===== src/rtl/riscv_ctrl_pkg.sv =====
// ----------------------------------------------------------------------------
// riscv_ctrl_pkg
// Shared definitions for the RV64 multicycle control unit: the major opcodes
// the controller understands, the ALUOp encodings consumed by the execute
// stage's ALU-control decoder, and the state / instruction-class enums.
// No ports (package).
// ----------------------------------------------------------------------------
package riscv_ctrl_pkg;

    // Major opcodes (instruction[6:0]) recognised by the controller
    localparam logic [6:0] OP_LD    = 7'b0000011;
    localparam logic [6:0] OP_SD    = 7'b0100011;
    localparam logic [6:0] OP_RTYPE = 7'b0110011;
    localparam logic [6:0] OP_BEQ   = 7'b1100011;

    // ALUOp encodings understood by the execute-stage ALU-control block
    localparam logic [1:0] ALUOP_ADD   = 2'b00;
    localparam logic [1:0] ALUOP_SUB   = 2'b01;
    localparam logic [1:0] ALUOP_RTYPE = 2'b10;

    // Sequencer states
    typedef enum logic [2:0] {
        ST_IDLE   = 3'd0,
        ST_FETCH  = 3'd1,
        ST_DECODE = 3'd2,
        ST_EXEC   = 3'd3,
        ST_MEM    = 3'd4,
        ST_WB     = 3'd5,
        ST_HALT   = 3'd6
    } ctrlState_e;

    // Instruction class captured in DECODE
    typedef enum logic [1:0] {
        CLS_LD    = 2'd0,
        CLS_SD    = 2'd1,
        CLS_RTYPE = 2'd2,
        CLS_BEQ   = 2'd3
    } instrClass_e;

endpackage


===== src/rtl/opcode_class_dec.sv =====
// ----------------------------------------------------------------------------
// opcode_class_dec
// Purely combinational classifier: maps a 7-bit major opcode onto one of the
// supported instruction classes and flags whether the opcode is supported.
// Kept separate so a pipelined control unit can share the same decode.
//   i_opcode  in   7  instruction[6:0]
//   o_class   out  2  instruction class (valid only when o_legal = 1)
//   o_legal   out  1  opcode is one of ld / sd / R-type / beq
// ----------------------------------------------------------------------------
module opcode_class_dec
    import riscv_ctrl_pkg::*;
(
    input  logic [6:0]  i_opcode,
    output instrClass_e o_class,
    output logic        o_legal
);

    // Straight table lookup; anything outside the four supported opcodes is
    // reported illegal and the class output is a don't-care defaulted to R-type.
    always_comb begin
        o_class = CLS_RTYPE;
        o_legal = 1'b1;
        case (i_opcode)
            OP_LD:    o_class = CLS_LD;
            OP_SD:    o_class = CLS_SD;
            OP_RTYPE: o_class = CLS_RTYPE;
            OP_BEQ:   o_class = CLS_BEQ;
            default:  o_legal = 1'b0;
        endcase
    end

endmodule


===== src/rtl/multicycle_exec_ctrl.sv =====
// ----------------------------------------------------------------------------
// multicycle_exec_ctrl
// Multicycle sequencer for the RV64 datapath. Steps each instruction through
// FETCH / DECODE / EXEC / MEM / WB, drives the datapath enables and the
// execute-stage controls, handshakes with a variable-latency memory, counts
// retired instructions and halts on an illegal opcode or a memory timeout.
//   i_clk        in   1      system clock, rising edge
//   i_reset      in   1      synchronous active-high reset
//   i_start      in   1      run while high (sampled in IDLE and at retire)
//   i_opcode     in   7      instruction[6:0] from IR, valid from DECODE on
//   i_mem_ready  in   1      memory completes the current request
//   o_mem_req    out  1      memory request pending
//   o_MemRead    out  1      read strobe (fetch or ld)
//   o_MemWrite   out  1      write strobe (sd)
//   o_IRWrite    out  1      latch fetched word into IR
//   o_RegWrite   out  1      register-file write enable
//   o_MemtoReg   out  1      1 = writeback from memory, 0 = from ALU
//   o_PCWrite    out  1      PC <= execute-stage next-PC
//   o_ALUOp      out  2      00 add, 01 sub, 10 R-type
//   o_ALUSrc     out  1      1 = read_data2, 0 = immediate
//   o_Branch     out  1      branch qualifier (ANDed with zero downstream)
//   o_busy       out  1      not IDLE and not HALT
//   o_halted     out  1      in HALT
//   o_illegal    out  1      sticky: halted on unsupported opcode
//   o_bus_err    out  1      sticky: halted on memory timeout
//   o_instret    out  CNT_W  retired-instruction count (wraps)
// ----------------------------------------------------------------------------
module multicycle_exec_ctrl
    import riscv_ctrl_pkg::*;
#(
    parameter int MEM_TIMEOUT = 255,
    parameter int CNT_W       = 64
) (
    input  logic             i_clk,
    input  logic             i_reset,
    input  logic             i_start,
    input  logic [6:0]       i_opcode,
    input  logic             i_mem_ready,
    output logic             o_mem_req,
    output logic             o_MemRead,
    output logic             o_MemWrite,
    output logic             o_IRWrite,
    output logic             o_RegWrite,
    output logic             o_MemtoReg,
    output logic             o_PCWrite,
    output logic [1:0]       o_ALUOp,
    output logic             o_ALUSrc,
    output logic             o_Branch,
    output logic             o_busy,
    output logic             o_halted,
    output logic             o_illegal,
    output logic             o_bus_err,
    output logic [CNT_W-1:0] o_instret
);

    // The wait counter only has to reach MEM_TIMEOUT-1; the timeout fires on
    // the cycle that would take it to MEM_TIMEOUT.
    localparam int WAIT_W = (MEM_TIMEOUT < 2) ? 1 : $clog2(MEM_TIMEOUT + 1);
    localparam logic [WAIT_W-1:0] WAIT_LAST = WAIT_W'(MEM_TIMEOUT - 1);

    ctrlState_e         r_state;
    instrClass_e        r_class;
    logic [WAIT_W-1:0]  r_wait;
    logic [CNT_W-1:0]   r_instret;
    logic               r_illegal;
    logic               r_busErr;

    instrClass_e        w_decClass;
    logic               w_decLegal;
    logic               w_retire;
    logic               w_waitExpired;

    opcode_class_dec u_dec (
        .i_opcode (i_opcode),
        .o_class  (w_decClass),
        .o_legal  (w_decLegal)
    );

    // An instruction retires in exactly one cycle: beq in EXEC, sd in MEM when
    // memory accepts the write, ld and R-type in WB. The timeout fires when a
    // request is still unanswered and the counter is on its last allowed value;
    // a mem_ready in that same cycle wins.
    always_comb begin
        w_retire = 1'b0;
        case (r_state)
            ST_EXEC: w_retire = (r_class == CLS_BEQ);
            ST_MEM:  w_retire = (r_class == CLS_SD) && i_mem_ready;
            ST_WB:   w_retire = 1'b1;
            default: w_retire = 1'b0;
        endcase
        w_waitExpired = !i_mem_ready && (r_wait == WAIT_LAST);
    end

    // Main sequencer: state, captured class, memory wait counter, sticky halt
    // causes and the retire counter. Retirement is handled after the case so
    // every retiring state shares the same next-state rule (FETCH if start is
    // still high, otherwise IDLE) and the counter is always cleared on the way
    // back into FETCH.
    always_ff @(posedge i_clk) begin
        if (i_reset) begin
            r_state   <= ST_IDLE;
            r_class   <= CLS_LD;
            r_wait    <= '0;
            r_instret <= '0;
            r_illegal <= 1'b0;
            r_busErr  <= 1'b0;
        end else begin
            case (r_state)
                ST_IDLE: begin
                    if (i_start) begin
                        r_state <= ST_FETCH;
                        r_wait  <= '0;
                    end
                end
                ST_FETCH: begin
                    if (i_mem_ready) begin
                        r_state <= ST_DECODE;
                    end else if (w_waitExpired) begin
                        r_state  <= ST_HALT;
                        r_busErr <= 1'b1;
                    end else begin
                        r_wait <= r_wait + 1'b1;
                    end
                end
                ST_DECODE: begin
                    if (w_decLegal) begin
                        r_class <= w_decClass;
                        r_state <= ST_EXEC;
                    end else begin
                        r_state   <= ST_HALT;
                        r_illegal <= 1'b1;
                    end
                end
                ST_EXEC: begin
                    case (r_class)
                        CLS_LD, CLS_SD: begin
                            r_state <= ST_MEM;
                            r_wait  <= '0;
                        end
                        CLS_RTYPE: r_state <= ST_WB;
                        default:   r_state <= ST_EXEC;
                    endcase
                end
                ST_MEM: begin
                    if (i_mem_ready) begin
                        if (r_class == CLS_LD) begin
                            r_state <= ST_WB;
                        end
                    end else if (w_waitExpired) begin
                        r_state  <= ST_HALT;
                        r_busErr <= 1'b1;
                    end else begin
                        r_wait <= r_wait + 1'b1;
                    end
                end
                ST_WB:   r_state <= ST_WB;
                ST_HALT: r_state <= ST_HALT;
                default: r_state <= ST_IDLE;
            endcase

            if (w_retire) begin
                r_instret <= r_instret + 1'b1;
                r_wait    <= '0;
                r_state   <= i_start ? ST_FETCH : ST_IDLE;
            end
        end
    end

    // Moore decode of the control strobes from the registered state and class.
    // The only mem_ready-qualified strobes are IRWrite in FETCH and the sd
    // PCWrite in MEM, which must coincide with the cycle memory completes.
    always_comb begin
        o_mem_req  = 1'b0;
        o_MemRead  = 1'b0;
        o_MemWrite = 1'b0;
        o_IRWrite  = 1'b0;
        o_RegWrite = 1'b0;
        o_MemtoReg = 1'b0;
        o_PCWrite  = 1'b0;
        o_ALUOp    = ALUOP_ADD;
        o_ALUSrc   = 1'b0;
        o_Branch   = 1'b0;
        case (r_state)
            ST_FETCH: begin
                o_mem_req = 1'b1;
                o_MemRead = 1'b1;
                o_IRWrite = i_mem_ready;
            end
            ST_EXEC: begin
                case (r_class)
                    CLS_RTYPE: begin
                        o_ALUOp  = ALUOP_RTYPE;
                        o_ALUSrc = 1'b1;
                    end
                    CLS_BEQ: begin
                        o_ALUOp   = ALUOP_SUB;
                        o_ALUSrc  = 1'b1;
                        o_Branch  = 1'b1;
                        o_PCWrite = 1'b1;
                    end
                    default: begin
                        o_ALUOp  = ALUOP_ADD;
                        o_ALUSrc = 1'b0;
                    end
                endcase
            end
            ST_MEM: begin
                o_mem_req  = 1'b1;
                o_MemRead  = (r_class == CLS_LD);
                o_MemWrite = (r_class == CLS_SD);
                o_PCWrite  = (r_class == CLS_SD) && i_mem_ready;
            end
            ST_WB: begin
                o_RegWrite = 1'b1;
                o_MemtoReg = (r_class == CLS_LD);
                o_PCWrite  = 1'b1;
            end
            default: begin
                o_mem_req = 1'b0;
            end
        endcase
    end

    assign o_busy    = (r_state != ST_IDLE) && (r_state != ST_HALT);
    assign o_halted  = (r_state == ST_HALT);
    assign o_illegal = r_illegal;
    assign o_bus_err = r_busErr;
    assign o_instret = r_instret;

endmodule


===== config.mk =====
export PLATFORM = sky130hd
export DESIGN_NAME = multicycle_exec_ctrl
export DESIGN_NICKNAME = d
export VERILOG_FILES = /design/src/rtl/riscv_ctrl_pkg.sv /design/src/rtl/opcode_class_dec.sv /design/src/rtl/multicycle_exec_ctrl.sv
export SDC_FILE = /design/constraint.sdc
export NUM_CORES = 1
export LEC_CHECK = 0
export ABC_AREA = 1
export CAP_MARGIN = 20
export CORE_ASPECT_RATIO = 2
export CORE_MARGIN = 2
export CORE_UTILIZATION = 50
export CTS_CLUSTER_SIZE = 30
export DETAILED_ROUTE_END_ITERATION = 10
export PLACE_DENSITY = 0.85
export SLEW_MARGIN = 10
export SYNTH_ARGS = -nofsm -noshare
export SYNTH_HDL_FRONTEND = slang
export SYNTH_SLANG_ARGS = --single-unit
export TNS_END_PERCENT = 50

===== constraint.sdc =====
create_clock -name i_clk -period 1.88 [get_ports i_clk]
set_input_delay 0.47 -clock i_clk [delete_from_list [all_inputs] [get_ports i_clk]]
set_output_delay 0.47 -clock i_clk [all_outputs]
set_load 0.03 [all_outputs]

; Yosys cells after proc, flatten, opt, wreduce, memory -nomap -nowiden
; Cells that the tools add are included.
[totals]
ff_bits = 79
latch_bits = 0
ramBits = 0
rom_bits = 0
input_bits = 11
word_cells = 80
memories = 0
[classes]
add_sub_neg = 2
multipliers = 0
n_div = 0
n_lt_le_gt_ge = 0
n_eq_ne = 21
n_shift = 0
muxes = 31
bitwise_logic = 2
reduce_logical = 18
[ops]
columns = op, count
row1 = $add 64x1->64 const B, 1
row2 = $mux 8, 4
row3 = $pmux 8 s3, 1
row4 = $mux 3, 7
row5 = $pmux 3 s7, 1
row6 = $eq 7x6->1 const B, 2
row7 = $mux 1, 11
row8 = $eq 3x3->1 const B, 3
row9 = $add 8x1->8 const B, 1
row10 = $eq 8x8->1 const B, 1
row11 = $reduce_or 2->1, 4
row12 = $eq 7x2->1 const B, 1
row13 = $eq 7x7->1 const B, 1
row14 = $eq 3x2->1 const B, 2
row15 = $ne 2x2->1 const B, 3
row16 = $ne 3x3->1 const B, 2
row17 = $pmux 1 s3, 2
row18 = $pmux 2 s3, 1
row19 = $pmux 3 s2, 1
row20 = $reduce_and 2->1, 3
row21 = $reduce_bool 3->1, 2
row22 = $reduce_and 5->1, 1
row23 = $eq 2x2->1 const B, 2
row24 = $ne 4x4->1 const B, 1
row25 = 13 further kinds, 16

; Logic depth before layout (Yosys ltp)
; Gate-level depths: netlist of run 1.
[logic_depth]
ltp_word = 6
depth_mapped = 12
ltp_nobuf = 12

; By module
; Synthesis of run 1 repeated with hierarchy kept, for this count alone.
[unflattened]
cells_unflattened = 793
hier_area_um2 = 4818.4
[modules_own_cells]
columns = mod, n_inst, cells_per_inst, area_each_um2, seq_area_each_um2
row1 = multicycle_exec_ctrl, 1, 780, 4759.6, 1581.5
row2 = opcode_class_dec, 1, 13, 58.8, 0.0

; Worst setup path after synthesis of run 1
; No wires, ideal clock.
[synth_path]
path_type = reg-to-output
from = register r_state[2]
to = output port o_ALUOp[1]
t_arrival_ns = 1.428
slack_ns = -0.018
stages_incl_launch_ff = 3
path_buffers = 1
cell_sequence = dfxtp_1 -> buf_4 -> nor4_1
[synth_between]
elab_chain_cells = 2
[synth_rtl]
columns = element, line
row1 = start: declaration, multicycle_exec_ctrl.sv:61  ; ctrlState_e r_state;
row2 = start signal: assignment, multicycle_exec_ctrl.sv:164  ; r_state <= i_start ? ST_FETCH : ST_IDLE;
row3 = $eq 3x2->1, multicycle_exec_ctrl.sv:183  ; case (r_state)
row4 = $mux 2, multicycle_exec_ctrl.sv:183
row5 = end: declaration, multicycle_exec_ctrl.sv:46  ; output logic [1:0] o_ALUOp,
; No other way between the ends.

; Worst setup path in the final report of run 1
[layout_path]
from = register r_instret[56] (netlist: o_instret[56])
to = output port o_instret[56]
[layout_lines]
columns = element, line
row1 = start: declaration, multicycle_exec_ctrl.sv:64  ; logic [CNT_W-1:0] r_instret;
row2 = start signal: assignment, multicycle_exec_ctrl.sv:162  ; r_instret <= r_instret + 1'b1;
row3 = end: declaration, multicycle_exec_ctrl.sv:53  ; output logic [CNT_W-1:0] o_instret
; No word-level cell between the ends.

==> results of run 1 <==
Yosys cell counts, drive strengths merged, types with 6 or more instances:
| master | number | area [µm²] |
|---|---|---|
| nand4 | 24 | 150.1 |
| nor2 | 192 | 887.1 |
| xor2 | 10 | 87.58 |
| buf | 7 | 53.79 |
| clkbuf | 6 | 22.52 |
| inv | 90 | 340.3 |
| dfxtp | 79 | 1582 |
| o21ai | 25 | 125.1 |
| nand2 | 196 | 788.3 |
| nand3 | 43 | 242.7 |
| nor3 | 24 | 130.1 |
| a21oi | 39 | 195.2 |
where the power goes:
group	internal (µW)	switching, µW	total (µW)
combinational	351	698	1050
clock	874	678	1550
sequential	1730	65.4	1800
total	2960	1440	4400
logic make-up after synthesis:
| kind of cell | share of synthesized area, % |
|---|---|
| and+or+nand+nor | 47.19 |
| buffers and inverters | 8.676 |
| DFF | 32.93 |
| AOI/OAI and AO/OA | 8.233 |
| xor gates and xnor gates | 2.189 |
| adders and majority gates | 0.7817 |
worst min-delay path: cells and delay by family, from the launching register on:
family | cells | cell delay (ps)
DFF | 1 | 330
and+or+nand+nor | 2 | 120
layout make-up:
cell class	count	area, µm²
Tap cell	104	130.1
Sequential cell	79	1592
Clock inverter	4	25.02
Clock buffer	10	229.0
Fill cell	850	2887
Timing Repair Buffer	142	1230
Multi-Input combinational cell	578	2889
Inverter	90	340.3
flip-flops by register name, summed over array words and instances (netlist names):
register   count
r_class        2
r_wait         8
o_instret     64
r_state        3
o_bus_err      1
o_illegal      1
per-stage QoR:
step	util [%]	hold WS [ps]
final	69.03	478.9
after global routing	69.03	506.5
after CTS	67.58	478.2
after detailed placement	65.38	463.7
after global placement	65.38	455.9
after floorplan	-	459.0
routing by layer:
layer	up-vias	wire, µm	GRT usage [%]
li1	2705	-	-
met1	2432	5148	27.80
met2	201	8588	58.04
met3	94	613	4.958
met4	0	1502	25.74
met5	-	0	0
layout by cell type (no fill, tap or decap), drive strengths merged, types with 4 or more instances in the layout:
cell	synthesis	layout
o21ai	25	25
o21a	4	4
dlygate4sd2	0	56
a21oi	39	39
dfxtp	79	79
nand4	24	24
nor3	24	24
nand2	196	196
dlymetal6s2s	0	8
buf	7	66
clkdlybuf4s50	0	12
nor3b	4	4
inv	90	90
nor2	192	192
xor2	10	10
clkbuf	6	10
nand3	43	43
a31oi	4	4
what timing repair did:
action | 4_1_cts | 5_1_grt
buffers inserted | 1 | 3
endpoints found under the hold margin | 0 | 0
gates resized for setup | 61 | 37
pin swaps | 0 | 9
setup endpoints to repair | 63 | 65
worst max-delay path by stage:
stage | slack (ps) | end | startpoint | cells past startpoint
2_1_floorplan | -20 | o_ALUOp[1] | r_state[2] | 2
3_3_place_gp | -220 | o_PCWrite | i_mem_ready | 6
3_5_place_dp | -250 | o_instret[57] | i_mem_ready | 10
4_1_cts | -170 | o_PCWrite | i_mem_ready | 6
5_1_grt | -60 | o_PCWrite | r_state[0] | 6
6_report | -5 | o_instret[56] | o_instret[56] | 1
==> metrics.yaml, run 1 <==
min_path:
  hold_path_end: "o_bus_err"
  min-delay-start: "o_bus_err"
  min_delay_path_depth: 2
  min-delay-path-class: "flop to flop"
place:
  globalplace.congestion: 0.9748
  dp.final_hpwl_um: 12590
  dp_slack_ps: -251.8
  place_inst: 989
  placed_area_um2: 6095
  io_buffers: 89
floorplanning:
  fp-row-count: 50
  die_h_um: 142.6
  core_um2: 9321
  die_w_um: 73.30
  initial_utilization_pct: 51.52
  pin_count: 90
  dieArea_um2: 10450
synthesis:
  synth_edf_count: 0
  netlist-cell-type-count: 38
  syn-mean-instance-area_um2: 6.319
  syn_area_um2: 4802
  synth-seq-area-share_pct: 32.93
  synthCells: 760
  synth_flop_cell: "dfxtp_1"
  async_flop_share_pct: 0
  synth-seq-cells: 79
  synth_fp_nets: 774
  yosysWarningCount: 0
clock_network:
  hold_buffers: 0
  cts_root_buf: "clkbuf_16"
  cts_buffer_depth: 2
  clkSlewWorstSetupHoldPaths_ps: 60
  htreeDepth: 3
  cts_tree: "yes"
  cts_sinks: 79
  numCtsBuffers: 9
  clk_latency_ps: 350
power:
  ir_drop_uv: 544.1
  power_per_cell_area_nw_per_um2: 683.6
  power_uw: 4399
  p_leak_uw: 0.002951
timing:
  period_share_pct: 100.3
  slew_headroom_pct: 73.32
  fmax_mhz: 530.4
  finClkSkew_ps: 8.113
  layout_setup_ws_ps: -5.343
  hold_viol_final: 0
  rsz0062_at_grt: "yes"
  finalSetupViolations: 1
  drv_slew: 0
  min_period_ps: 1885
  worstMarginPinSlew_ps: 397.1
  fin_tns_setup_ps: -5.343
final_layout:
  stdcell_count: 1007
  stdcell_area_um2: 6435
  diodes: 0
  layout-drive-gt1-share_pct: 17.05
  syn2layout_area_growth_pct: 34.00
  nets: 914
critical_path:
  endpoint_kind: "output pin"
  critPathBufInv: 1
  cpMaxStageDelayCell: "clkdlybuf4s50_1"
  cpPeakStageDelay_ps: 690
  critPathKind: "flop to output pin"
  timing.rr.start: "o_instret[36]"
  reg2reg_to: "o_instret[46]"
  path_max_fanout: 3
  crit_family: "buffers and inverters"
  start_kind: "flop"
  worst_ep_arrival_time_ps: 1420
  worstRegToRegCells: 9
  rrSetupSlack_ps: 90
  critPathRequiredTime_ps: 1410
  path_cells: "clkdlybuf4s50_1"
detailed_routing:
  ant_nets: 0
  finalWirelength_um: 15850
  drt-wirelength-per-cell_um: 15.74
  dr.pass1.iters: 5
  viasPerCell: 5.394
  vias: 5432
  drcViolationCount: 0
  drt_iter0_markers: 318
run_status:
  status: "finished with violations"
  violations: "negative setup slack"
global_routing:
  grt_use_total_pct: 31.23
  grt_pass1_wl_um: 24650
  antenna_found_initial: 0
  gr-total-overflow: 0
  grt_max_degree: 48
  grt_pass1_vias: 5221
run:
  cap_violations: 0
(Power assumes the default switching activity.)
==> run 2: changes to the inputs <==
--- a/config.mk
+++ b/config.mk
@@ -7,7 +7,7 @@
 export LEC_CHECK = 0
 export ABC_AREA = 1
 export CAP_MARGIN = 20
-export CORE_ASPECT_RATIO = 2
+export CORE_ASPECT_RATIO = 0.8
 export CORE_MARGIN = 2
 export CORE_UTILIZATION = 50
 export CTS_CLUSTER_SIZE = 30
==> constraint.sdc (replaced) <==
create_clock -name i_clk -period 2.1 [get_ports i_clk]
set_input_delay 0.525 -clock i_clk [delete_from_list [all_inputs] [get_ports i_clk]]
set_output_delay 0.525 -clock i_clk [all_outputs]
set_load 0.03 [all_outputs]
==> metrics.yaml, run 2 (same netlist as run 1, synthesis figures left out) <==
critical_path:
  reg2reg_to: "o_instret[46]"
  endpoint_kind: "output pin"
  path_max_fanout: 3
  cpMaxStageDelayCell: "clkdlybuf4s50_1"
  path_cells: "clkdlybuf4s50_1 -> nand3_1 -> inv_1 -> nand2_1 -> nand3_4 -> buf_6"
  worstRegToRegCells: 12
  cpPeakStageDelay_ps: 490
  timing.rr.start: "o_instret[1]"
  critPathKind: "primary input to output pin"
  rrSetupSlack_ps: 190
  worst_ep_arrival_time_ps: 1570
  cp-startpoint: "i_mem_ready"
  critPathRequiredTime_ps: 1570
  start_kind: "primary input"
timing:
  drv_slew: 0
  min_period_ps: 2095
  slew_headroom_pct: 64.82
  fin_tns_setup_ps: 0
  hold_viol_final: 0
  fmax_mhz: 477.3
  period_share_pct: 99.77
  rsz0062_at_grt: "yes"
  worstMarginPinSlew_ps: 523.7
  finClkSkew_ps: 9.969
  finalSetupViolations: 0
detailed_routing:
  dr.pass1.iters: 5
  drt-wirelength-per-cell_um: 14.11
  wl_met1_um: 6448
  drcViolationCount: 0
  met2WireLength_um: 5913
  dr_wl_met3_um: 1465
  ant_nets: 0
  finalWirelength_um: 14000
  vias: 5274
  viasPerCell: 5.317
  highest_layer: "met4"
  drt_iter0_markers: 563
power:
  ir_drop_uv: 550.8
  switching_power_uw: 1310
  seqPwrFrac_pct: 37.0
  p_clk_share_pct: 41.8
  combPwrFrac_pct: 21.2
  p_sw_share_pct: 30.19
  p_leak_uw: 0.002435
  p_int_uw: 3030
  power_per_cell_area_nw_per_um2: 689.9
final_layout:
  final_cell_mix: "nand2_1, nor2_1, inv_1"
  layout-drive-gt1-share_pct: 11.40
  final_core_util_pct: 68.44
  syn2layout_area_growth_pct: 31.01
  mostFrequentLayoutCell: "nand2_1"
  nets: 887
  fillers: 768
  stdcell_area_um2: 6291
  largest_reg_flops: 64
  diodes: 0
floorplanning:
  fp-row-count: 31
  pin_count: 90
  core_um2: 9193
  die_w_um: 113.6
  die_h_um: 91.66
  initial_utilization_pct: 52.24
  dieArea_um2: 10410
clock_network:
  cts_root_buf: "clkbuf_16"
  hold_buffers: 0
  clk_latency_ps: 340
  clkSlewWorstSetupHoldPaths_ps: 60
  htreeDepth: 3
  cts_sinks: 79
  cts_buffer_depth: 2
  numCtsBuffers: 9
  cts_tree: "yes"
run_status:
  status: "complete, no violations"
global_routing:
  grt_pass1_wl_um: 22390
  grt_pass1_vias: 4622
  antenna_found_initial: 0
  gr-total-overflow: 0
  grt_use_total_pct: 26.96
  grt_max_degree: 48
min_path:
  hold_path_end: "o_illegal"
  min-delay-path-class: "flop to flop"
  min_delay_path_depth: 2
  min-delay-start: "o_illegal"
place:
  placed_area_um2: 5946
  globalplace.congestion: 0.9602
  io_buffers: 89
  dp.final_hpwl_um: 10570
run:
  cap_violations: 0
[run 2: final cells by class]
type                            instances  area, µm²  share of cell area (%)
Clock inverter                          5      106.4                   1.691
Inverter                               90      340.3                   5.410
Tap cell                              115      143.9                   2.287
Clock buffer                           10      239.0                   3.799
Sequential cell                        79       1583                   25.16
Timing Repair Buffer                  115       1075                   17.08
Multi-Input combinational cell        578       2804                   44.57
[run 2: worst max-delay path, delay by kind of cell]
family | cells | cell delay, ps
and+or+nand+nor | 3 | 330
buffers and inverters | 3 | 700
[run 2: power by group through the flow]
stage / clock (µW) / combinational [µW] / sequential (µW)
floorplan: 0 / 617 / 1630
global placement: 0 / 917 / 1640
detailed placement: 0 / 931 / 1630
CTS: 1820 / 910 / 1600
global route: 1890 / 1010 / 1610
finish: 1810 / 922 / 1610
[run 2: worst max-delay path by stage]
stage | slack [ps] | depth (start not counted) | to
6_report | 5 | 6 | o_PCWrite
5_1_grt | -50 | 6 | o_PCWrite
4_1_cts | -60 | 6 | o_PCWrite
3_5_place_dp | -80 | 6 | o_PCWrite
3_3_place_gp | -80 | 6 | o_PCWrite
2_1_floorplan | 150 | 2 | o_ALUOp[1]
[run 2: repair_timing]
item | CTS | global route
endpoints found under the hold margin | 0 | 0
gates cloned | 0 | 0
pin swaps | 0 | 2
gates resized for setup | 12 | 10
setup endpoints to repair | 12 | 10
buffers inserted | 0 | 2
[run 2: metal layers]
layer | global-route usage, % | up-vias
met1 | 39.78 | 2365
met3 | 6.147 | 17
met4 | 7.012 | 0
met2 | 39.52 | 247
met5 | 0 | -
li1 | - | 2645
[run 2: through the flow]
stage | hold WS [ps] | total power, µW | cells | worst slack [ps]
6_report | 470.6 | 4340 | 992 | 4.795
5_1_grt | 495.8 | 4509 | 992 | -52.55
2_1_floorplan | 459.0 | 2246 | 760 | 147.5
3_3_place_gp | 452.6 | 2553 | 975 | -75.53
4_1_cts | 481.8 | 4338 | 990 | -55.59
3_5_place_dp | 468.1 | 2566 | 975 | -81.80
